<file path="src/rtl/evrisim_paketleyici.sv">
// evrisim_paketleyici
// Packs a stream of 8-bit convolution results into little-endian 32-bit
// words and buffers them in a first-word-fall-through FIFO for a
// valid/ready consumer. The word holding the last pixel of a frame carries
// a son (last) flag, and its transfer raises a one-cycle frame-done pulse.
// The upstream stage cannot be stalled. If a word arrives while the FIFO is
// full and nothing leaves on that edge, the word is dropped and a sticky
// overflow flag is set. Pixel counting continues, so frame alignment holds.
//
// Optional build macro: PAKETLEYICI_DUSEN_SAYAC_EN adds dusen_sayisi_o, a
// saturating count of dropped words.
//
// Ports
//   clk_i            clock, rising edge
//   rstn_i           synchronous active-low reset
//   veri_etkin_i     pixel strobe (no backpressure)
//   veri_i[7:0]      pixel value
//   paket_gecerli_o  FIFO head valid
//   paket_o[31:0]    FIFO head word, pixel n in bits [8n+7:8n]
//   son_paket_o      head word is the last word of a frame
//   paket_hazir_i    downstream ready
//   cerceve_bitti_o  pulse on the cycle after the last word transfers
//   tasma_o          sticky overflow flag
//   dusen_sayisi_o   dropped-word count (macro builds only)
module evrisim_paketleyici #(
  parameter int FIFO_DERINLIK = 8,
  parameter int PIKSEL_SAYISI = 76800
) (
  input  logic        clk_i,
  input  logic        rstn_i,
  input  logic        veri_etkin_i,
  input  logic [7:0]  veri_i,
  output logic        paket_gecerli_o,
  output logic [31:0] paket_o,
  output logic        son_paket_o,
  input  logic        paket_hazir_i,
  output logic        cerceve_bitti_o,
  output logic        tasma_o
`ifdef PAKETLEYICI_DUSEN_SAYAC_EN
  ,
  output logic [15:0] dusen_sayisi_o
`endif
);

  localparam int AW = $clog2(FIFO_DERINLIK);
  localparam int PW = $clog2(PIKSEL_SAYISI);
  localparam logic [AW:0]   DOLU       = (AW+1)'(FIFO_DERINLIK);
  localparam logic [PW-1:0] SON_PIKSEL = PW'(PIKSEL_SAYISI - 1);

  typedef enum logic [1:0] {BOSTA, AKTIF, BOSALT} durum_t;
  durum_t durum, durum_sonraki;

  logic [1:0]    bayt_idx;
  logic [23:0]   kismi;      // first three pixels of the word being built
  logic [PW-1:0] piksel;
  logic [32:0]   bellek [FIFO_DERINLIK];  // {son, word}
  logic [AW-1:0] oku, yaz;
  logic [AW:0]   doluluk;
  logic          itme, cekme, kabul, dusur, son_piksel, son_dustu;

  assign son_piksel = (piksel == SON_PIKSEL);
  assign itme       = veri_etkin_i && (bayt_idx == 2'd3);
  assign cekme      = paket_gecerli_o && paket_hazir_i;
  // A full FIFO can still take the word when the head leaves on the same
  // edge: the slot being written is the one being vacated.
  assign kabul      = itme && ((doluluk != DOLU) || cekme);
  assign dusur      = itme && !kabul;

  assign paket_gecerli_o = (doluluk != '0);
  assign paket_o         = paket_gecerli_o ? bellek[oku][31:0] : '0;
  assign son_paket_o     = paket_gecerli_o && bellek[oku][32];

  // PIKSEL_SAYISI is a multiple of 4, so pixel N-1 is always byte 3 and
  // son_piksel is valid whenever a word is pushed.
  always_ff @(posedge clk_i) begin
    if (rstn_i && kabul) bellek[yaz] <= {son_piksel, veri_i, kismi};
  end

  always_ff @(posedge clk_i) begin
    if (!rstn_i) begin
      bayt_idx        <= '0;
      kismi           <= '0;
      piksel          <= '0;
      oku             <= '0;
      yaz             <= '0;
      doluluk         <= '0;
      tasma_o         <= 1'b0;
      cerceve_bitti_o <= 1'b0;
      son_dustu       <= 1'b0;
    end else begin
      cerceve_bitti_o <= cekme && son_paket_o;
      son_dustu       <= dusur && son_piksel;
      if (veri_etkin_i) begin
        bayt_idx <= bayt_idx + 2'd1;
        // New pixels enter at the top, so pixel 0 ends up in the low byte.
        kismi    <= {veri_i, kismi[23:8]};
        piksel   <= son_piksel ? '0 : piksel + 1'b1;
      end
      if (kabul) yaz <= yaz + 1'b1;
      if (cekme) oku <= oku + 1'b1;
      case ({kabul, cekme})
        2'b10:   doluluk <= doluluk + 1'b1;
        2'b01:   doluluk <= doluluk - 1'b1;
        default: doluluk <= doluluk;
      endcase
      if (dusur) tasma_o <= 1'b1;
    end
  end

  // Frame tracker. Output timing does not depend on it; it records where
  // the packer is within a frame.
  always_ff @(posedge clk_i) begin
    if (!rstn_i) durum <= BOSTA;
    else         durum <= durum_sonraki;
  end

  always_comb begin
    durum_sonraki = durum;
    case (durum)
      BOSTA:  if (veri_etkin_i) durum_sonraki = AKTIF;
      AKTIF:  if (itme && son_piksel) durum_sonraki = BOSALT;
      BOSALT: begin
        if (veri_etkin_i)                            durum_sonraki = AKTIF;
        else if (son_dustu || (cekme && son_paket_o)) durum_sonraki = BOSTA;
      end
      default: durum_sonraki = BOSTA;
    endcase
  end

`ifdef PAKETLEYICI_DUSEN_SAYAC_EN
  always_ff @(posedge clk_i) begin
    if (!rstn_i)                                 dusen_sayisi_o <= '0;
    else if (dusur && dusen_sayisi_o != 16'hFFFF) dusen_sayisi_o <= dusen_sayisi_o + 16'd1;
  end
`endif

endmodule

</file>
<file path="config.mk">
export PLATFORM = sky130hd
export DESIGN_NAME = evrisim_paketleyici
export DESIGN_NICKNAME = d
export VERILOG_FILES = /design/src/rtl/evrisim_paketleyici.sv
export SDC_FILE = /design/constraint.sdc
export NUM_CORES = 1
export LEC_CHECK = 0
export BUFFER_PORTS_ARGS = -buffer_cell sky130_fd_sc_hd__buf_2
export CORE_UTILIZATION = 40
export DETAILED_ROUTE_END_ITERATION = 6
export PLACE_DENSITY = 0.61
export SLEW_MARGIN = 25
export SYNTH_ARGS = -nofsm -noshare
export SYNTH_HDL_FRONTEND = slang
export SYNTH_SLANG_ARGS = --single-unit
</file>
<file path="constraint.sdc">
create_clock -name clk_i -period 5.7 [get_ports clk_i]
set_input_delay 0.285 -clock clk_i [delete_from_list [all_inputs] [get_ports clk_i]]
set_output_delay 0.285 -clock clk_i [all_outputs]
set_load 0.005 [all_outputs]
</file>
==> summary.txt, run 1 <==
Synth Area in Adders -> 0.754%
Crit end category -> output pin
Setup CP Type -> reg2out
Synth top area cells -> edfxtp_1 (63%), mux4_2 (12%), dfxtp_1 (9.2%), mux2i_1 (5.1%), nor2_1 (1.6%)
Unrepaired setup endpoints after global routing -> no
Most common cell in the netlist -> edfxtp_1
First-pass GRT wire length -> 38200 um
Clk_skew -> 0.00812 ns
DR vias/cell -> 5.35
Worst path arrival time -> 3.14 ns
Fraction of the yosys area taken by sequential cells -> 72.1%
Post-synthesis compound-gate area fraction -> 0.864%
Fmax -> 0.292 GHz
Max incr delay on CP -> 0.89 ns
Area of the multi-input gates -> 3390 um2
Crit start category -> flop
Bufs and invs on worst path -> 2
Starting Density -> 40.9%
Root buffer cell -> clkbuf_16
CTS tree -> built
GRT Residual Overflow -> 0
Longest Clk Path Bufs -> 3
Final hold vios -> 0
Port Buf Inserts -> 47
Final Setup Violations -> 0
Later-pin clock latency in the skew report -> 0.55 ns
DIE AREA -> 32200 um2
Initial antenna violation count -> 0
Most frequent cells after synthesis -> edfxtp_1 (264), mux4_2 (66), mux2i_1 (64), dfxtp_1 (58), nor2_1 (54)
Yosys top cell area share -> 62.9%
Sum of negative setup slack -> 0 ns
Top delay family on crit path -> flip-flops
Pwr Density -> 335 nW/um2
DRT Pass-1 Iters -> 6
CP max-delay cell -> dfxtp_4
Mapped Area -> 12600 um2
Vias in the first global route -> 6698
Fill count -> 2542
YS warnings -> 0
Largest family of logic cells by synthesized area -> multiplexers
Syn Inst Count -> 687
Slew Viols, Final -> 0
DIE HEIGHT -> 180 um
Top Ports -> 48
Cells along the critical path -> buf_4 -> mux4_2 -> mux2i_1 -> nor2_1 -> buf_2
DR DRC count -> 0
Vias -> 6260
Reg clk slew, reported paths -> 0.06 ns
DRT iter0 DRCs -> 444
Hold Buf Count CTS -> 0
GRT Total Usage -> 15.3%
Leak -> 4.61 nW
CTS sink cnt -> 322
Layout cells sized above 1 -> 25.3%
Minimum clock period after layout -> 3.43 ns
Inserted Diodes -> 0
Fraction of the cycle the final worst path needs -> 60.2%
Sequential cell area -> 9100 um2
H-tree depth -> 1
XOR/XNOR share of the synthesized area -> 1.32%
Synth unique cells -> 42
Relative slew slack -> 38.2%
Number of enable-type register cells in the synthesized netlist -> 264
Syn Nets -> 706
Core area -> 30800 um2
Ys async rst share -> 0%
Hold Path Class -> in2reg
Outcome -> complete, no violations
Multiplexer area fraction after synthesis -> 16.9%
Number of post-CTS setup repair buffers -> 0
Placer Congestion -> 0.761
Wire per inst -> 20.7 um
Rows -> 64
Data required time at the worst endpoint -> 5.41 ns
Syn avg cell area -> 18.3 um2
Max_cap viols -> 0
Routed Antenna Nets -> 0
Area Overhead vs Synth -> 14.1%
Final layout net count -> 768
Hpwl dp -> 14300 um
Synth Flop Type -> edfxtp_1
Worst vdd ir -> 0.209 mV
Seq cells post-synth -> 322
Post_cts resized -> 0
Final WL -> 24200 um
Synth Area in Simple Gates -> 6.70%
Worst reg-to-reg setup slack -> 2.91 ns
CP Max Fanout -> 39
Largest net degree at the start of global routing -> 53
Synth area leader -> edfxtp_1
Die W -> 180 um
Worst hold slack -> 0.0274 ns
Slew @ Worst Pin -> 0.928 ns
Cts bufs inserted -> 31
[cells by family after synthesis]
family / after synthesis
and+or+nand+nor: 159
AOI/OAI and AO/OA: 13
xor gates and xnor gates: 19
muxes: 130
DFF: 322
buffers and inverters: 37
adders and majority gates: 7
[sequential cells by signal, summed over array words and instances (netlist names), named ones only]
signal	cells
cerceve_bitti_o	1
bellek	264
tasma_o	1
doluluk	4
bayt_idx	2
piksel	17
kismi	24
oku	3
yaz	3
[worst paths after layout]
kind	startpoint	endpoint	cells after the start
max	flop	son_paket_o	5
min	veri_i[6]	bellek[3][30]$_DFFE_PP_	1
max reg2reg	bayt_idx[0]$_SDFFE_PN0P_	bellek[1][28]$_DFFE_PP_	6
min reg2reg	oku[1]$_SDFFE_PN0P_	flop	2
[area by class of cell]
class,count,share of cell area [%]
Sequential cell,322,63.3
Multi-Input combinational cell,328,23.6
Clock buffer,47,6.37
Tap cell,396,3.45
Timing Repair Buffer,62,2.42
Clock inverter,11,0.783
Inverter,4,0.104
[cells in the final DEF (no fill, tap or decap), types with 3 or more instances in the layout]
cell type	instances
nor3b_1	3
nor2_4	4
nor3_1	5
buf_2	47
nand3b_1	4
nand4_1	9
ha_1	6
nor2b_1	26
nand2_1	17
clkinv_2	5
mux4_2	66
nor4_1	6
clkbuf_1	8
nand2b_1	5
and2_1	8
dfxtp_1	55
buf_4	15
nand3_1	10
xor2_1	7
inv_1	3
clkbuf_8	8
clkbuf_16	31
nor2_1	50
nor3_2	4
xnor2_1	12
mux2i_1	64
edfxtp_1	264
[per-stage QoR]
step                util [%]  area [um2]  power (mW)  instances  worst slack (ns)
CTS                     46.6       14400        4.87       1170              2.06
detailed placement      43.3       13300        2.86       1112              2.36
global placement        43.3       13300        2.85       1112              2.47
floorplan                  -       12600        2.77        687              1.87
global route            46.6       14400        4.98       1170              1.93
finish                  46.6       14400        4.82       1170              2.27
[routing by layer]
layer	part of all wire [%]	wire length, um	vias to the layer above	global-route usage, %
li1	-	-	2814	-
met1	45	10800	3286	20.2
met2	50	12000	126	26.6
met3	4.2	1010	34	2.21
met4	1.6	394	0	3.83
met5	0	0	-	0
[power by group]
group | internal, mW | switching [mW] | total (mW) | leakage (nW)
sequential | 2.55 | 0.0394 | 2.58 | 2.84
clock | 1.19 | 0.830 | 2.02 | 0.503
combinational | 0.108 | 0.104 | 0.212 | 1.27
total | 3.85 | 0.974 | 4.82 | 4.61
Power figures use the tool's default switching activity.
==> run 2: changes to the inputs <==
==> constraint.sdc (replaced) <==
create_clock -name clk_i -period 3.31 [get_ports clk_i]
set_input_delay 0.1655 -clock clk_i [delete_from_list [all_inputs] [get_ports clk_i]]
set_output_delay 0.1655 -clock clk_i [all_outputs]
set_load 0.005 [all_outputs]
==> run 2 against run 1 <==
Net effect: the run now ends with DRC left; combinational power rose by 84%; flip-flop and latch count stayed put; routed wire length rose by 4.8%; via count rose by 1.6%; count of clock-buffer cells in the layout increased by 3; final area is 1.7% higher; register-to-register slack worse by 2.0 ns; sequential share of layout area is 1.1 points lower; critical path type unchanged.
==> summary.txt, run 2 (synthesis gave the netlist of run 1 again) <==
Crit start category -> flop
Clk_skew -> 0.0194 ns
Utilization after layout -> 47.4%
Core area -> 30800 um2
Vias in the first global route -> 6753
Number of post-CTS setup repair buffers -> 0
H-tree depth -> 2
Layout cells sized above 1 -> 25.1%
Data required time at the worst endpoint -> 3.14 ns
Unrepaired setup endpoints after global routing -> no
DIE HEIGHT -> 180 um
Slew @ Worst Pin -> 0.873 ns
Commonest non-fill, non-tap cell in the layout -> edfxtp_1
Hold wc startpoint -> paket_hazir_i
Fraction of the cycle the final worst path needs -> 83.6%
Failing checks -> DRC
Final instance area -> 14600 um2
Outcome -> finished with violations
Initial antenna violation count -> 1
Largest net degree at the start of global routing -> 38
Final hold vios -> 0
Comb power frac -> 4.6%
Fin cells -> 1188
Pwr Density -> 579 nW/um2
First-pass GRT wire length -> 39800 um
Relative slew slack -> 41.8%
DR vias/cell -> 5.36
Cts bufs inserted -> 34
Post-Place Cells -> 1119
Worst path arrival time -> 2.60 ns
Biggest regs -> bellek (264), kismi (24), piksel (17)
CTS sink cnt -> 322
Die W -> 180 um
Slew Viols, Final -> 0
DRT Pass-1 Iters -> 7
GRT Total Usage -> 16.1%
Number of flip-flops in the largest register -> 264
GRT Residual Overflow -> 0
Setup ws final -> 0.542 ns
Top Ports -> 48
Reg clk slew, reported paths -> 0.05 ns
Reg power frac -> 52.5%
Final WL -> 25400 um
Sw frac -> 20.2%
Minimum clock period after layout -> 2.77 ns
Clk pwr share -> 42.9%
CTS tree -> built
Fmax -> 0.361 GHz
Crit end category -> output pin
Port Buf Inserts -> 47
Switching pwr -> 1.71 mW
Hold Path Class -> in2reg
DIE AREA -> 32200 um2
Inserted Diodes -> 0
Rows -> 64
Routed Antenna Nets -> 0
Area Overhead vs Synth -> 16.0%
Commonest cells after routing, fill and taps aside -> edfxtp_1 (264), mux4_2 (66), mux2i_1 (64)
Max_cap viols -> 0
Pre-CTS setup slack -> 0.937 ns
Dpl cell area -> 13500 um2
Wire per inst -> 21.3 um
R2r startpoint -> bayt_idx[0]$_SDFFE_PN0P_
DR DRC count -> 10
Vias -> 6362
Longest Clk Path Bufs -> 3
Biggest register -> bellek
Leak -> 4.71 nW
Final Setup Violations -> 0
Final layout net count -> 786
Sum of negative setup slack -> 0 ns
Hpwl dp -> 14700 um
Placer Congestion -> 0.757
Starting Density -> 40.9%
DRT iter0 DRCs -> 380
Worst vdd ir -> 0.292 mV
Root buffer cell -> clkbuf_16
Internal power -> 6.75 mW
Setup CP Type -> reg2out
CP Max Fanout -> 30
Later-pin clock latency in the skew report -> 0.51 ns
[run 2: cell count changes in the layout (fill, tap and decap cells not counted), moves of 2 or more]
cell           delta
buf_4             +2
buf_12            +5
clkbuf_16         +4
clkbuf_1          +4
clkbuf_8          -5
dlygate4sd3_1     +8
clkinvlp_4        -2
nor3_2            -2
nor3_4            +2
clkinv_1          +3
[run 2: stage by stage]
stage / hold WS (ns) / total power, mW
after floorplan: 0.264 / 4.77
after global placement: 0.454 / 4.91
after detailed placement: 0.475 / 4.93
after CTS: 0.0327 / 8.58
after global routing: 0.0497 / 8.76
final: 0.0457 / 8.47
[run 2: layer usage]
layer	GRT usage [%]	share of wire, %	vias to the layer above
li1	-	-	2864
met5	0	0.051	-
met3	2.90	4.3	42
met2	27.9	51	153
met4	4.21	1.8	2
met1	21.0	43	3301
[run 2: layout make-up]
| cell class | instances | area (um2) |
|---|---|---|
| fill | 2530 | 16200 |
| multi-input combinational | 328 | 3400 |
| inverter | 4 | 15.0 |
| clock inverter | 11 | 104 |
| clock buffer | 50 | 962 |
| timing repair buffer | 77 | 543 |
| tap | 396 | 495 |
| sequential | 322 | 9090 |
[run 2: worst paths after layout]
path | end | slack [ns] | cells past startpoint
max | paket_o[15] | 0.54 | 5
min | flop | 0.05 | 3
max reg2reg | bellek[0][10]$_DFFE_PP_ | 0.94 | 6
min reg2reg | flop | 0.48 | 2
[run 2: critical path: stages (launching register included)]
cell	delay, ns
dfxtp_4	0.69
buf_12	0.33
mux4_2	0.55
mux2i_1	0.28
nor2_1	0.08
buf_2	0.15
[run 2: what timing repair did]
action / in CTS / in global routing
hold endpoints to repair: 64 / 0
gates resized for setup: 0 / 0
hold buffers: 8 / 0
[run 2: power by group through the flow]
stage | registers, mW | logic, mW | clock network (mW)
after floorplan | 4.50 | 0.278 | 0
after global routing | 4.45 | 0.433 | 3.88
final | 4.44 | 0.390 | 3.63
after global placement | 4.53 | 0.385 | 0
after CTS | 4.44 | 0.404 | 3.73
after detailed placement | 4.53 | 0.395 | 0
==> run 3: changes to the inputs <==
==> constraint.sdc (replaced) <==
create_clock -name clk_i -period 2.8 [get_ports clk_i]
set_input_delay 0.14 -clock clk_i [delete_from_list [all_inputs] [get_ports clk_i]]
set_output_delay 0.14 -clock clk_i [all_outputs]
set_load 0.005 [all_outputs]
==> run 3 against run 2 <==
Net effect: core utilization grew 0.14 points; sequential power grew 18%; routed wire length shrank 2.6%; final area grew 0.30%; power grew 19%; global-route usage shrank 0.42 points; cell count grew 0.42%; the flow now finishes without violations; critical endpoint is now paket_o[18]; largest cell class unchanged; clock power grew 20%.
==> summary.txt, run 3 (synthesis gave the netlist of run 1 again) <==
Unrepaired setup endpoints after global routing -> no
Biggest register -> bellek
Final layout net count -> 790
GRT Residual Overflow -> 0
DR vias/cell -> 5.30
Hpwl dp -> 14500 um
Layout cells sized above 1 -> 26.2%
Switching pwr -> 2.07 mW
Tot Pwr -> 10.1 mW
First-pass GRT wire length -> 39000 um
Slew @ Worst Pin -> 0.613 ns
GRT busiest layer -> met2
Final Setup Violations -> 0
Worst path arrival time -> 2.41 ns
CP Max Fanout -> 18
Clk pwr share -> 43.3%
DIE HEIGHT -> 180 um
Fin cells -> 1193
Rows -> 64
Comb power frac -> 4.7%
Setup ws final -> 0.247 ns
Met2 GRT Util -> 26.8%
Max_cap viols -> 0
Longest Clk Path Bufs -> 3
M1 GR Usage -> 20.8%
Data required time at the worst endpoint -> 2.66 ns
Crit path to -> paket_o[18]
Wire per inst -> 20.7 um
Vias -> 6319
Reg power frac -> 52.1%
Starting Density -> 40.9%
Minimum clock period after layout -> 2.55 ns
Inserted Diodes -> 0
DIE AREA -> 32200 um2
Initial antenna violation count -> 0
R2R depth -> 6
Biggest regs -> bellek (264), kismi (24), piksel (17)
Vias in the first global route -> 6714
Top Ports -> 48
Reg clk slew, reported paths -> 0.06 ns
Cts bufs inserted -> 34
Dpl cell area -> 13500 um2
Placer Congestion -> 0.764
Worst vdd ir -> 0.388 mV
DRT Pass-1 Iters -> 7
H-tree depth -> 2
Pre-CTS setup slack -> 0.514 ns
Commonest cells after routing, fill and taps aside -> edfxtp_1 (264), mux4_2 (66), mux2i_1 (64)
Worst reg-to-reg setup slack -> 0.51 ns
Later-pin clock latency in the skew report -> 0.52 ns
Final WL -> 24700 um
Fraction of the cycle the final worst path needs -> 91.2%
Post_cts resized -> 0
Worst r2r dst -> bellek[5][16]$_DFFE_PP_
Leak -> 4.75 nW
GRT Total Usage -> 15.7%
Sw frac -> 20.5%
Core area -> 30800 um2
Met3 GRT Util -> 2.69%
Setup CP Type -> reg2out
Clk_skew -> 0.0247 ns
Outcome -> complete, no violations
Pwr Density -> 687 nW/um2
Commonest non-fill, non-tap cell in the layout -> edfxtp_1
Crit start category -> flop
Relative slew slack -> 59.1%
Sum of negative setup slack -> 0 ns
DR DRC count -> 0
Port Buf Inserts -> 47
Routed Antenna Nets -> 0
Area Overhead vs Synth -> 16.3%
Die W -> 180 um
Root buffer cell -> clkbuf_16
Internal power -> 8.01 mW
Final instance area -> 14700 um2
Crit end category -> output pin
Largest net degree at the start of global routing -> 49
CTS sink cnt -> 322
DRT iter0 DRCs -> 488
Final hold vios -> 0
Fmax -> 0.392 GHz
R2r startpoint -> bayt_idx[0]$_SDFFE_PN0P_
CTS tree -> built
Fill count -> 2495
Slew Viols, Final -> 0
Post-Place Cells -> 1122
Number of flip-flops in the largest register -> 264
Hold Path Class -> in2reg
-- run 3: cell count changes in the layout (fill, tap and decap cells not counted), sizes merged --
cell,delta
clkinvlp,+1
clkinv,+3
clkbuf,-4
buf,+3
inv,+1
dlygate4sd3,+1
-- run 3: stage by stage --
step	hold WS (ns)	utilization [%]
5_1_grt	0.0688	47.6
3_5_place_dp	0.442	43.7
2_1_floorplan	0.239	-
6_report	0.0532	47.6
4_1_cts	0.0382	47.6
3_3_place_gp	0.419	43.7
-- run 3: power by group through the flow --
stage	logic (mW)	registers (mW)	clock network, mW
after CTS	0.486	5.25	4.46
final	0.470	5.25	4.36
after global routing	0.520	5.25	4.66
after floorplan	0.329	5.31	0
after detailed placement	0.475	5.35	0
after global placement	0.465	5.34	0
-- run 3: layout make-up --
| cell class | count | area (um2) | share of cell area, % |
|---|---|---|---|
| flip-flops and latches | 322 | 9090 | 62.0 |
| clock inverters | 16 | 146 | 0.998 |
| repair buffers | 81 | 551 | 3.75 |
| inverters | 4 | 15.0 | 0.102 |
| multi-input cells | 328 | 3400 | 23.2 |
| well taps | 396 | 495 | 3.38 |
| clock buffers | 46 | 956 | 6.52 |
-- run 3: per-layer routing --
metal  share of wire (%)  vias up  routed length (um)
li1                    -     2868                   -
met1                  44     3292               10800
met2                  51      131               12500
met3                 4.0       28                 979
met4                 1.6        0                 393
met5                   0        -                   0
-- run 3: worst min-delay path by stage --
stage	from	endpoint	slack (ns)	cells past startpoint
final	veri_etkin_i	piksel[0]$_SDFFE_PN0P_	0.05	3
after global routing	veri_etkin_i	piksel[0]$_SDFFE_PN0P_	0.07	3
after CTS	veri_etkin_i	piksel[1]$_SDFFE_PN0P_	0.04	3
after detailed placement	veri_i[0]	bellek[3][24]$_DFFE_PP_	0.44	1
after global placement	veri_i[0]	bellek[3][24]$_DFFE_PP_	0.42	1
after floorplan	veri_i[0]	bellek[0][24]$_DFFE_PP_	0.24	0
-- run 3: worst max-delay path: stages (launching register included) --
cell	delay (ns)
dfxtp_4	0.59
buf_4	0.35
mux4_2	0.53
mux2i_1	0.17
nor2_1	0.10
buf_2	0.16
-- run 3: timing repair --
action / CTS / global route
setup endpoints to repair: 0 / 0
setup buffers: 0 / 0
hold endpoints to repair: 67 / 0
hold buffers: 9 / 0
